[config.mk]
export PLATFORM = sky130hd
export DESIGN_NAME = noc_perf_alert_controller
export DESIGN_NICKNAME = d
export VERILOG_FILES = /design/src/rtl/noc_perf_alert_controller.sv
export SDC_FILE = /design/constraint.sdc
export NUM_CORES = 1
export LEC_CHECK = 0
export BUFFER_PORTS_ARGS = -buffer_cell sky130_fd_sc_hd__buf_4
export CAP_MARGIN = 20
export CORE_ASPECT_RATIO = 1.5
export CORE_MARGIN = 10
export CORE_UTILIZATION = 45
export DETAILED_ROUTE_END_ITERATION = 8
export HOLD_SLACK_MARGIN = 0.03
export PLACE_DENSITY_LB_ADDON = 0.3
export SLEW_MARGIN = 10
export SYNTH_ARGS = -nofsm -noshare
export SYNTH_HDL_FRONTEND = slang
export SYNTH_SLANG_ARGS = --single-unit
[constraint.sdc]
create_clock -name clk -period 4.06 [get_ports clk]
set_input_delay 0.203 -clock clk [delete_from_list [all_inputs] [get_ports clk]]
set_output_delay 0.203 -clock clk [all_outputs]
set_load 0.01 [all_outputs]
[src/rtl/noc_perf_alert_controller.sv]
// Alert controller downstream of the NoC performance monitor: periodic sampling, per-type
// debounce, level interrupt with metric snapshot, throttle request and post-ack cooldown.
module noc_perf_alert_controller #(
    parameter int unsigned SAMPLE_PERIOD = 1024,
    parameter int unsigned DEBOUNCE      = 3,
    parameter int unsigned COOLDOWN      = 4096
) (
    input  logic        clk,
    input  logic        rst_n,
    input  logic        performance_degradation,
    input  logic        fairness_alert,
    input  logic        congestion_alert,
    input  logic [7:0]  network_efficiency,
    input  logic [7:0]  jain_fairness_index,
    input  logic [7:0]  congestion_severity,
    input  logic [3:0]  worst_congested_router,
    input  logic [31:0] total_throughput,
    input  logic        irq_ack,
    output logic        irq,
    output logic [2:0]  alert_status,
    output logic [15:0] alert_count,
    output logic [7:0]  snap_efficiency,
    output logic [7:0]  snap_fairness,
    output logic [7:0]  snap_severity,
    output logic [3:0]  snap_worst_router,
    output logic [31:0] snap_throughput,
    output logic        throttle_req,
    output logic [1:0]  ctrl_state
);

    localparam int unsigned SCW = (SAMPLE_PERIOD > 2) ? $clog2(SAMPLE_PERIOD) : 1;
    localparam int unsigned CDW = $clog2(COOLDOWN + 1);
    localparam logic [SCW-1:0] SampleLast = SCW'(SAMPLE_PERIOD - 1);
    localparam logic [3:0]     DebMax     = 4'(DEBOUNCE);
    localparam logic [CDW-1:0] CoolInit   = CDW'(COOLDOWN);

    if (SAMPLE_PERIOD < 2) begin : g_bad_period
        $error("SAMPLE_PERIOD must be at least 2");
    end
    if (DEBOUNCE < 1 || DEBOUNCE > 15) begin : g_bad_debounce
        $error("DEBOUNCE must be in 1..15");
    end
    if (COOLDOWN < 1) begin : g_bad_cooldown
        $error("COOLDOWN must be at least 1");
    end

    typedef enum logic [1:0] {
        StMonitor  = 2'b00,
        StAlert    = 2'b01,
        StCooldown = 2'b10
    } state_e;

    state_e          state_q, state_d;
    logic [SCW-1:0]  sample_cnt_q, sample_cnt_d;
    logic [2:0][3:0] deb_q, deb_d;
    logic [CDW-1:0]  cool_q, cool_d;
    logic            irq_q, irq_d;
    logic [2:0]      status_q, status_d;
    logic [15:0]     count_q, count_d;
    logic [7:0]      snap_eff_q, snap_eff_d;
    logic [7:0]      snap_fair_q, snap_fair_d;
    logic [7:0]      snap_sev_q, snap_sev_d;
    logic [3:0]      snap_router_q, snap_router_d;
    logic [31:0]     snap_thr_q, snap_thr_d;
    logic            throttle_q, throttle_d;

    logic            sample_strobe;
    logic [2:0]      flags;
    logic [2:0]      confirm_mask;

    assign sample_strobe = (sample_cnt_q == SampleLast);
    assign flags = {congestion_alert, fairness_alert, performance_degradation};

    always_comb begin
        sample_cnt_d = sample_strobe ? '0 : sample_cnt_q + SCW'(1);
    end

    // Saturating counters; confirmation uses the next value so it lands in the strobe cycle.
    always_comb begin
        deb_d        = deb_q;
        confirm_mask = 3'b000;
        for (int i = 0; i < 3; i++) begin
            if (sample_strobe) begin
                if (flags[i]) begin
                    deb_d[i] = (deb_q[i] >= DebMax) ? DebMax : deb_q[i] + 4'd1;
                end else begin
                    deb_d[i] = 4'd0;
                end
                confirm_mask[i] = flags[i] && (deb_d[i] == DebMax);
            end
        end
    end

    always_comb begin
        state_d       = state_q;
        cool_d        = cool_q;
        irq_d         = irq_q;
        status_d      = status_q;
        count_d       = count_q;
        snap_eff_d    = snap_eff_q;
        snap_fair_d   = snap_fair_q;
        snap_sev_d    = snap_sev_q;
        snap_router_d = snap_router_q;
        snap_thr_d    = snap_thr_q;
        throttle_d    = throttle_q;

        unique case (state_q)
            StMonitor: begin
                if (confirm_mask != 3'b000) begin
                    state_d       = StAlert;
                    irq_d         = 1'b1;
                    status_d      = confirm_mask;
                    count_d       = (count_q == 16'hFFFF) ? count_q : count_q + 16'd1;
                    snap_eff_d    = network_efficiency;
                    snap_fair_d   = jain_fairness_index;
                    snap_sev_d    = congestion_severity;
                    snap_router_d = worst_congested_router;
                    snap_thr_d    = total_throughput;
                    throttle_d    = throttle_q | confirm_mask[2];
                end
            end
            StAlert: begin
                // Acknowledge takes priority over a coincident confirmation.
                if (irq_ack) begin
                    state_d  = StCooldown;
                    irq_d    = 1'b0;
                    status_d = 3'b000;
                    cool_d   = CoolInit;
                end else begin
                    status_d   = status_q | confirm_mask;
                    throttle_d = throttle_q | confirm_mask[2];
                end
            end
            StCooldown: begin
                cool_d = cool_q - CDW'(1);
                if (cool_q == CDW'(1)) begin
                    state_d    = StMonitor;
                    throttle_d = 1'b0;
                end
            end
            default: begin
                state_d = StMonitor;
            end
        endcase
    end

    always_ff @(posedge clk or negedge rst_n) begin
        if (!rst_n) begin
            state_q       <= StMonitor;
            sample_cnt_q  <= '0;
            deb_q         <= '0;
            cool_q        <= '0;
            irq_q         <= 1'b0;
            status_q      <= 3'b000;
            count_q       <= 16'd0;
            snap_eff_q    <= 8'd0;
            snap_fair_q   <= 8'd0;
            snap_sev_q    <= 8'd0;
            snap_router_q <= 4'd0;
            snap_thr_q    <= 32'd0;
            throttle_q    <= 1'b0;
        end else begin
            state_q       <= state_d;
            sample_cnt_q  <= sample_cnt_d;
            deb_q         <= deb_d;
            cool_q        <= cool_d;
            irq_q         <= irq_d;
            status_q      <= status_d;
            count_q       <= count_d;
            snap_eff_q    <= snap_eff_d;
            snap_fair_q   <= snap_fair_d;
            snap_sev_q    <= snap_sev_d;
            snap_router_q <= snap_router_d;
            snap_thr_q    <= snap_thr_d;
            throttle_q    <= throttle_d;
        end
    end

    assign irq               = irq_q;
    assign alert_status      = status_q;
    assign alert_count       = count_q;
    assign snap_efficiency   = snap_eff_q;
    assign snap_fairness     = snap_fair_q;
    assign snap_severity     = snap_sev_q;
    assign snap_worst_router = snap_router_q;
    assign snap_throughput   = snap_thr_q;
    assign throttle_req      = throttle_q;
    assign ctrl_state        = state_q;

endmodule

==> flow_summary.toml, run 1 <==
[run_status]
outcome = "finished clean"

[synthesis]
synth_top_area_share_pct = 55.27
syn_avg_cell_area_sq_um = 13.36
yosysMostFrequentCell = "dfrtp_1"
yosys_warnings = 0
synth_common_cells = "dfrtp_1 (118), mux2_4 (59), nand2_1 (30), nand3_1 (19), o21ai_0 (17)"
ys_types = 44
synth_largest_area_cell = "dfrtp_1"
synth_area_leaders = "dfrtp_1 (55%), mux2_4 (17%), xnor2_1 (2.6%)"
synth_edf_count = 0
ys.flop_type = "dfrtp_1"
synthArstFlopShare_pct = 100.0
netlist_area_sq_mm = 0.005343
syn_inst = 400
synth_seq_cells = 118
syn_nets = 473
yosysSeqAreaShare_pct = 55.27

[global_route]
grtUsageTotal_pct = 17.27
overflow = 0
grt_max_degree = 78
grt_antenna_before_repair = 1
grt_pass1_wl_mm = 22.95
grt_pass1_vias = 4244

[final_layout]
fin_cells = 777
num-fill-cells = 804
drive_above_1_share_pct = 40.26
fin_util_pct = 66.29
stdcell_area_sq_mm = 0.007684
final_nets = 686
syn_to_final_growth_pct = 43.82

[clocking]
cts-root-buf = "clkbuf_16"
cts_tree = "built"
clk_pin_slew_ns = 0.06
postCtsSetupBuffers = 0
cts_max_path_buffers = 2
clock_latency_ns = 0.41
cts_made_buffers = 17
clock_sinks = 118
holdBufCountCts = 61
h-tree-depth = 4
ctsResizeCount = 0

[detailed_routing]
drtAntennaViolNets = 0
viasPerCell = 5.093
wl_per_cell_um = 18.50
vias = 3957
drc_errors = 0
drt-pass1-iter-count = 4
routed_wl_mm = 14.38
drtIter0Drc = 194

[floorplan]
core_sq_mm = 0.01159
rows = 48
ioPinCount = 149
initial_core_util_pct = 46.09
dieArea_sq_mm = 0.01672
fp.dieW_um = 109.0
die_h_um = 153.5

[setup_path]
cp.required_ns = 4.36
end_kind = "register"
crit_end = "snap_throughput[31]"
worstPathCellList = "ha_1 > or3_4 > o21a_4 > or3_1 > nand2_8 > mux2_2"
r2r-end = "snap_throughput[31]"
r2r_start = "deb_q[8]"
worst_path_max_delay_cell = "or3_1"
path_class = "register to register"
reg2reg_slack_ns = 1.03
worstRegToRegCells = 6
startpoint = "deb_q[8]"
cp_slowest_stage_delay_ns = 0.64
arrival_ns = 3.32
worstPathMaxFanout = 61
start_kind = "register"

[sta]
final.min_clock_period_ns = 3.026
rsz0062_at_grt = "no"
fin_skew_ns = 0.01119
slew_viol_final = 0
fmax_ghz = 0.3305
finalCritPeriodShare_pct = 74.52
worst_pin_slew_ns = 0.9499
hold_viol = 0
setup_tns_ns = 0
finalSetupViolCount = 0
slew_headroom_pct = 36.68
holdWs_ns = 0.07238

[placed_design]
placed_cell_area_sq_mm = 0.006480
dp_hpwl_mm = 9.395
dp.cells = 683
portBuffers = 148
gp_congestion = 0.8631

[flow_run]
drv_cap = 0

[power_and_ir_drop]
leakage_uw = 0.003898
power.density_mw_per_mm2 = 378.3
ir_worst_vdd_uv = 292.5

[min_path]
hold_class = "input pin to register"
kinds of logic (layout without fill, tap and decap cells):
kind of cell | after synthesis | after routing | share of synthesized area, %
AOI/OAI and AO/OA | 46 | 46 | 5.691
xor gates and xnor gates | 20 | 20 | 3.279
adders and majority gates | 7 | 7 | 1.639
buffers and inverters | 22 | 248 | 3.583
DFF | 118 | 118 | 55.27
muxes | 66 | 66 | 18.01
other | 0 | 1 | 0
and+or+nand+nor | 121 | 121 | 12.53
flip-flops by register name, summed over array words and instances, names as in the netlist, 8 cells and up:
name / flops
sample_cnt_q: 10
snap_fairness: 8
cool_q: 13
snap_efficiency: 8
deb_q: 12
snap_severity: 8
snap_throughput: 32
alert_count: 16
layout make-up:
class                      instances  area [sq um]  area share, %
antenna                            1         2.502        0.03257
clock buffer                      18         439.2          5.716
clock inverter                    14         151.4          1.970
inverter                           6         22.52         0.2931
multi-input combinational        260          2198          28.61
sequential                       118          2953          38.43
tap                              150         187.7          2.443
timing repair buffer             210          1729          22.50
cells in the final DEF, fill, tap and decap left out, drive strengths merged, types with 6 or more instances in the layout:
master / synthesis / routed
a21oi: 6 / 6
and2: 7 / 7
and3: 7 / 7
buf: 10 / 149
clkbuf: 6 / 18
dfrtp: 118 / 118
dlygate4sd3: 0 / 61
ha: 7 / 7
inv: 6 / 8
mux2: 64 / 64
nand2: 31 / 31
nand3: 19 / 19
nand4: 7 / 7
nor2: 14 / 14
nor3: 6 / 6
o21ai: 17 / 17
xnor2: 16 / 16
worst min path at each step:
stage,start,end,slack (ns),depth (start not counted)
6_report,fairness_alert,deb_q[4],0.07,3
5_1_grt,fairness_alert,deb_q[4],0.09,3
3_5_place_dp,rst_n,snap_throughput[14],0.42,1
2_1_floorplan,rst_n,alert_count[0],-0.09,0
4_1_cts,fairness_alert,deb_q[4],0.06,3
3_3_place_gp,rst_n,snap_throughput[17],0.41,1
stage by stage:
step | setup WS, ns | total power, uW
after global routing | 0.9128 | 3022
final | 1.034 | 2907
after global placement | 1.086 | 1397
after detailed placement | 1.042 | 1403
after CTS | 1.027 | 2942
after floorplan | 1.711 | 1312
per-layer routing:
metal,share of wire (%),global-route usage (%)
met2,49,27.69
met1,41,20.74
met4,1.1,5.482
met3,9.8,6.481
met5,0,0
report_power, final:
group / internal, uW / leakage [uW] / switching [uW] / total (uW)
clock: 922 / 0.000275 / 551 / 1470
combinational: 112 / 0.00208 / 76.7 / 189
sequential: 1210 / 0.00154 / 38.9 / 1250
critical path, delay by kind of cell, from the launching register on:
family | cells | cell delay [ns]
AND/OR/NAND/NOR | 3 | 1.64
multiplexers | 1 | 0.40
flip-flops | 1 | 0.39
AO/OA/AOI/OAI | 1 | 0.24
adder cells (fa/ha/maj) | 1 | 0.20
(Power assumes the default switching activity.)
==> run 2, diff against run 1 <==
- ABC_AREA: unset -> 1
- clock period: 4.06 -> 3 ns (I/O delays scaled with it)
==> flow_summary.toml, run 2 <==
[synthesis]
synth_common_cells = "nand2_1 (219), dfrtp_1 (118), nand3_1 (94), inv_1 (67), o21ai_0 (35)"
synth_area_leaders = "dfrtp_1 (54%), nand2_1 (15%), nand3_1 (8.6%)"
yosysSeqAreaShare_pct = 53.69
syn_nets = 734
yosysMostFrequentCell = "nand2_1"
synth_edf_count = 0
netlist_area_sq_mm = 0.005500
synthArstFlopShare_pct = 100.0
syn_inst = 661
ys.flop_type = "dfrtp_1"
synth_top_area_share_pct = 53.69
ys_types = 30
syn_avg_cell_area_sq_um = 8.321
yosys_warnings = 0
synth_largest_area_cell = "dfrtp_1"
synth_seq_cells = 118

[clocking]
cts_max_path_buffers = 2
h-tree-depth = 4
clk_pin_slew_ns = 0.05
cts_made_buffers = 17
clock_latency_ns = 0.40
cts_tree = "built"
clock_sinks = 118
cts-root-buf = "clkbuf_16"
postCtsSetupBuffers = 0
ctsResizeCount = 0

[placed_design]
dp_hpwl_mm = 10.59
placed_cell_area_sq_mm = 0.006699
gp_congestion = 0.8541
portBuffers = 148

[setup_path]
cp.required_ns = 3.33
start_kind = "register"
cp_num_buf_inv = 2
cpLargestDelayFamily = "simple AND/OR/NAND/NOR gates"
worstPathMaxFanout = 54
reg2reg_slack_ns = 0.33
worst_path_max_delay_cell = "buf_4"
cp_common_cell = "nand2_1"
worstPathCellList = "ha_1 > nand2_1 > nor2_4 > nand3b_2 > inv_1 > nand2_2 > nand2_8 > nand2_4 > buf_4 > nand2_1 > nand2_1"
end_kind = "register"
cp_slowest_stage_delay_ns = 0.47
path_class = "register to register"
arrival_ns = 3.00

[floorplan]
fp.dieW_um = 110.3
core_sq_mm = 0.01196
ioPinCount = 149
initial_core_util_pct = 46.01
dieArea_sq_mm = 0.01714
die_h_um = 155.4
rows = 49

[flow_run]
drv_cap = 0

[sta]
fin_skew_ns = 0.008765
finalCritPeriodShare_pct = 89.07
finalSetupViolCount = 0
worst_pin_slew_ns = 0.8401
holdWs_ns = 0.05939
slew_viol_final = 0
hold_viol = 0
setup_tns_ns = 0
slew_headroom_pct = 43.99
fmax_ghz = 0.3743
rsz0062_at_grt = "no"
final.min_clock_period_ns = 2.672

[global_route]
overflow = 0
grtUsageTotal_pct = 18.55
grt_antenna_before_repair = 1
grt_pass1_wl_mm = 25.88
grt_max_degree = 68
grt_pass1_vias = 5330

[detailed_routing]
viasPerCell = 4.937
wl_per_cell_um = 15.16
drc_errors = 0
drt-pass1-iter-count = 5
drtIter0Drc = 289
routed_wl_mm = 15.70
drtAntennaViolNets = 0
vias = 5115

[min_path]
hold_class = "input pin to register"

[final_layout]
final_nets = 943
syn_to_final_growth_pct = 43.77
stdcell_area_sq_mm = 0.007908
seqCellArea_sq_mm = 0.002953
drive_above_1_share_pct = 22.56
layout_commonest_cell = "nand2_1"
multi_input_area_sq_mm = 0.002130
layout_common_cells = "nand2_1 (219), buf_4 (151), dfrtp_1 (118), nand3_1 (94), inv_1 (67)"
largest_reg_flops = 32
num-fill-cells = 903

[power_and_ir_drop]
ir_worst_vdd_uv = 391.3
power.density_mw_per_mm2 = 478.1
leakage_uw = 0.004314

[run_status]
outcome = "finished clean"
## run 2: cell types whose count changed in the layout (fill, tap and decap cells not counted), moves of 6 or more
cell,previous run,this run
nand2_1,30,219
nand3_1,19,94
inv_1,6,67
mux2_4,59,0
o21ai_0,17,35
nor2_1,14,29
xnor2_1,16,8
and2_1,7,0
and3_1,7,1
xor2_1,4,10
## run 2: final timing paths
check | end | cells past startpoint | startpoint
worst min register to register | cool_q[2] | 1 | cool_q[2]
worst max-delay path | snap_throughput[25] | 11 | sample_cnt_q[0]
min in group asynchronous | snap_throughput[14] | 2 | rst_n
worst min-delay path | deb_q[0] | 3 | performance_degradation
max in group asynchronous | deb_q[7] | 3 | rst_n
worst max register to register | snap_throughput[25] | 11 | sample_cnt_q[0]
## run 2: through the flow
step | util, % | power [uW] | setup slack, ns | instances
final | 66.14 | 3781 | 0.3280 | 1036
after floorplan | - | 1627 | 1.311 | 661
after global routing | 66.14 | 3920 | 0.06331 | 1036
after detailed placement | 56.03 | 1731 | 0.3690 | 943
after CTS | 66.12 | 3826 | 0.3416 | 1035
after global placement | 56.03 | 1730 | 0.4868 | 943
## run 2: area by class of cell
cell class | count | share of cell area (%)
flip-flops and latches | 118 | 37.34
repair buffers | 213 | 22.31
well taps | 153 | 2.421
clock buffers | 18 | 5.554
clock inverters | 13 | 1.978
diodes | 1 | 0.03165
multi-input cells | 449 | 26.93
inverters | 71 | 3.434
## run 2: timing repair
action,CTS,global route
endpoints found under the setup margin,0,0
hold endpoints to repair,126,0
hold buffers,61,0
## run 2: per-layer routing
metal / vias to the layer above / global-route usage (%) / part of all wire, %
met2: 177 / 30.97 / 51
li1: 2519 / - / -
met3: 13 / 5.376 / 7.7
met5: - / 0 / 0
met1: 2406 / 21.88 / 40
met4: 0 / 6.630 / 1.4
## run 2: worst min-delay path: cells and delay by family
family	cells	cell delay, ns
buffers and inverters	1	0.12
AO/OA/AOI/OAI	1	0.08
AND/OR/NAND/NOR	1	0.06
## run 2: where the power goes
part / total [uW] / internal, uW / switching (uW)
Sequential: 1590 / 1590 / 0
Combinational: 175 / 110 / 65.4
Clock: 2010 / 1320 / 696
Total: 3780 / 3020 / 761
## run 2: cell families (layout without fill, tap and decap cells)
family | after synthesis | in the layout | share of synthesized area (%)
and+or+nand+nor | 371 | 371 | 29.21
DFF | 118 | 118 | 53.69
buffers and inverters | 94 | 315 | 7.734
AOI/OAI and AO/OA | 53 | 53 | 4.914
xor gates and xnor gates | 18 | 18 | 2.866
adders and majority gates | 7 | 7 | 1.592
other | 0 | 1 | 0
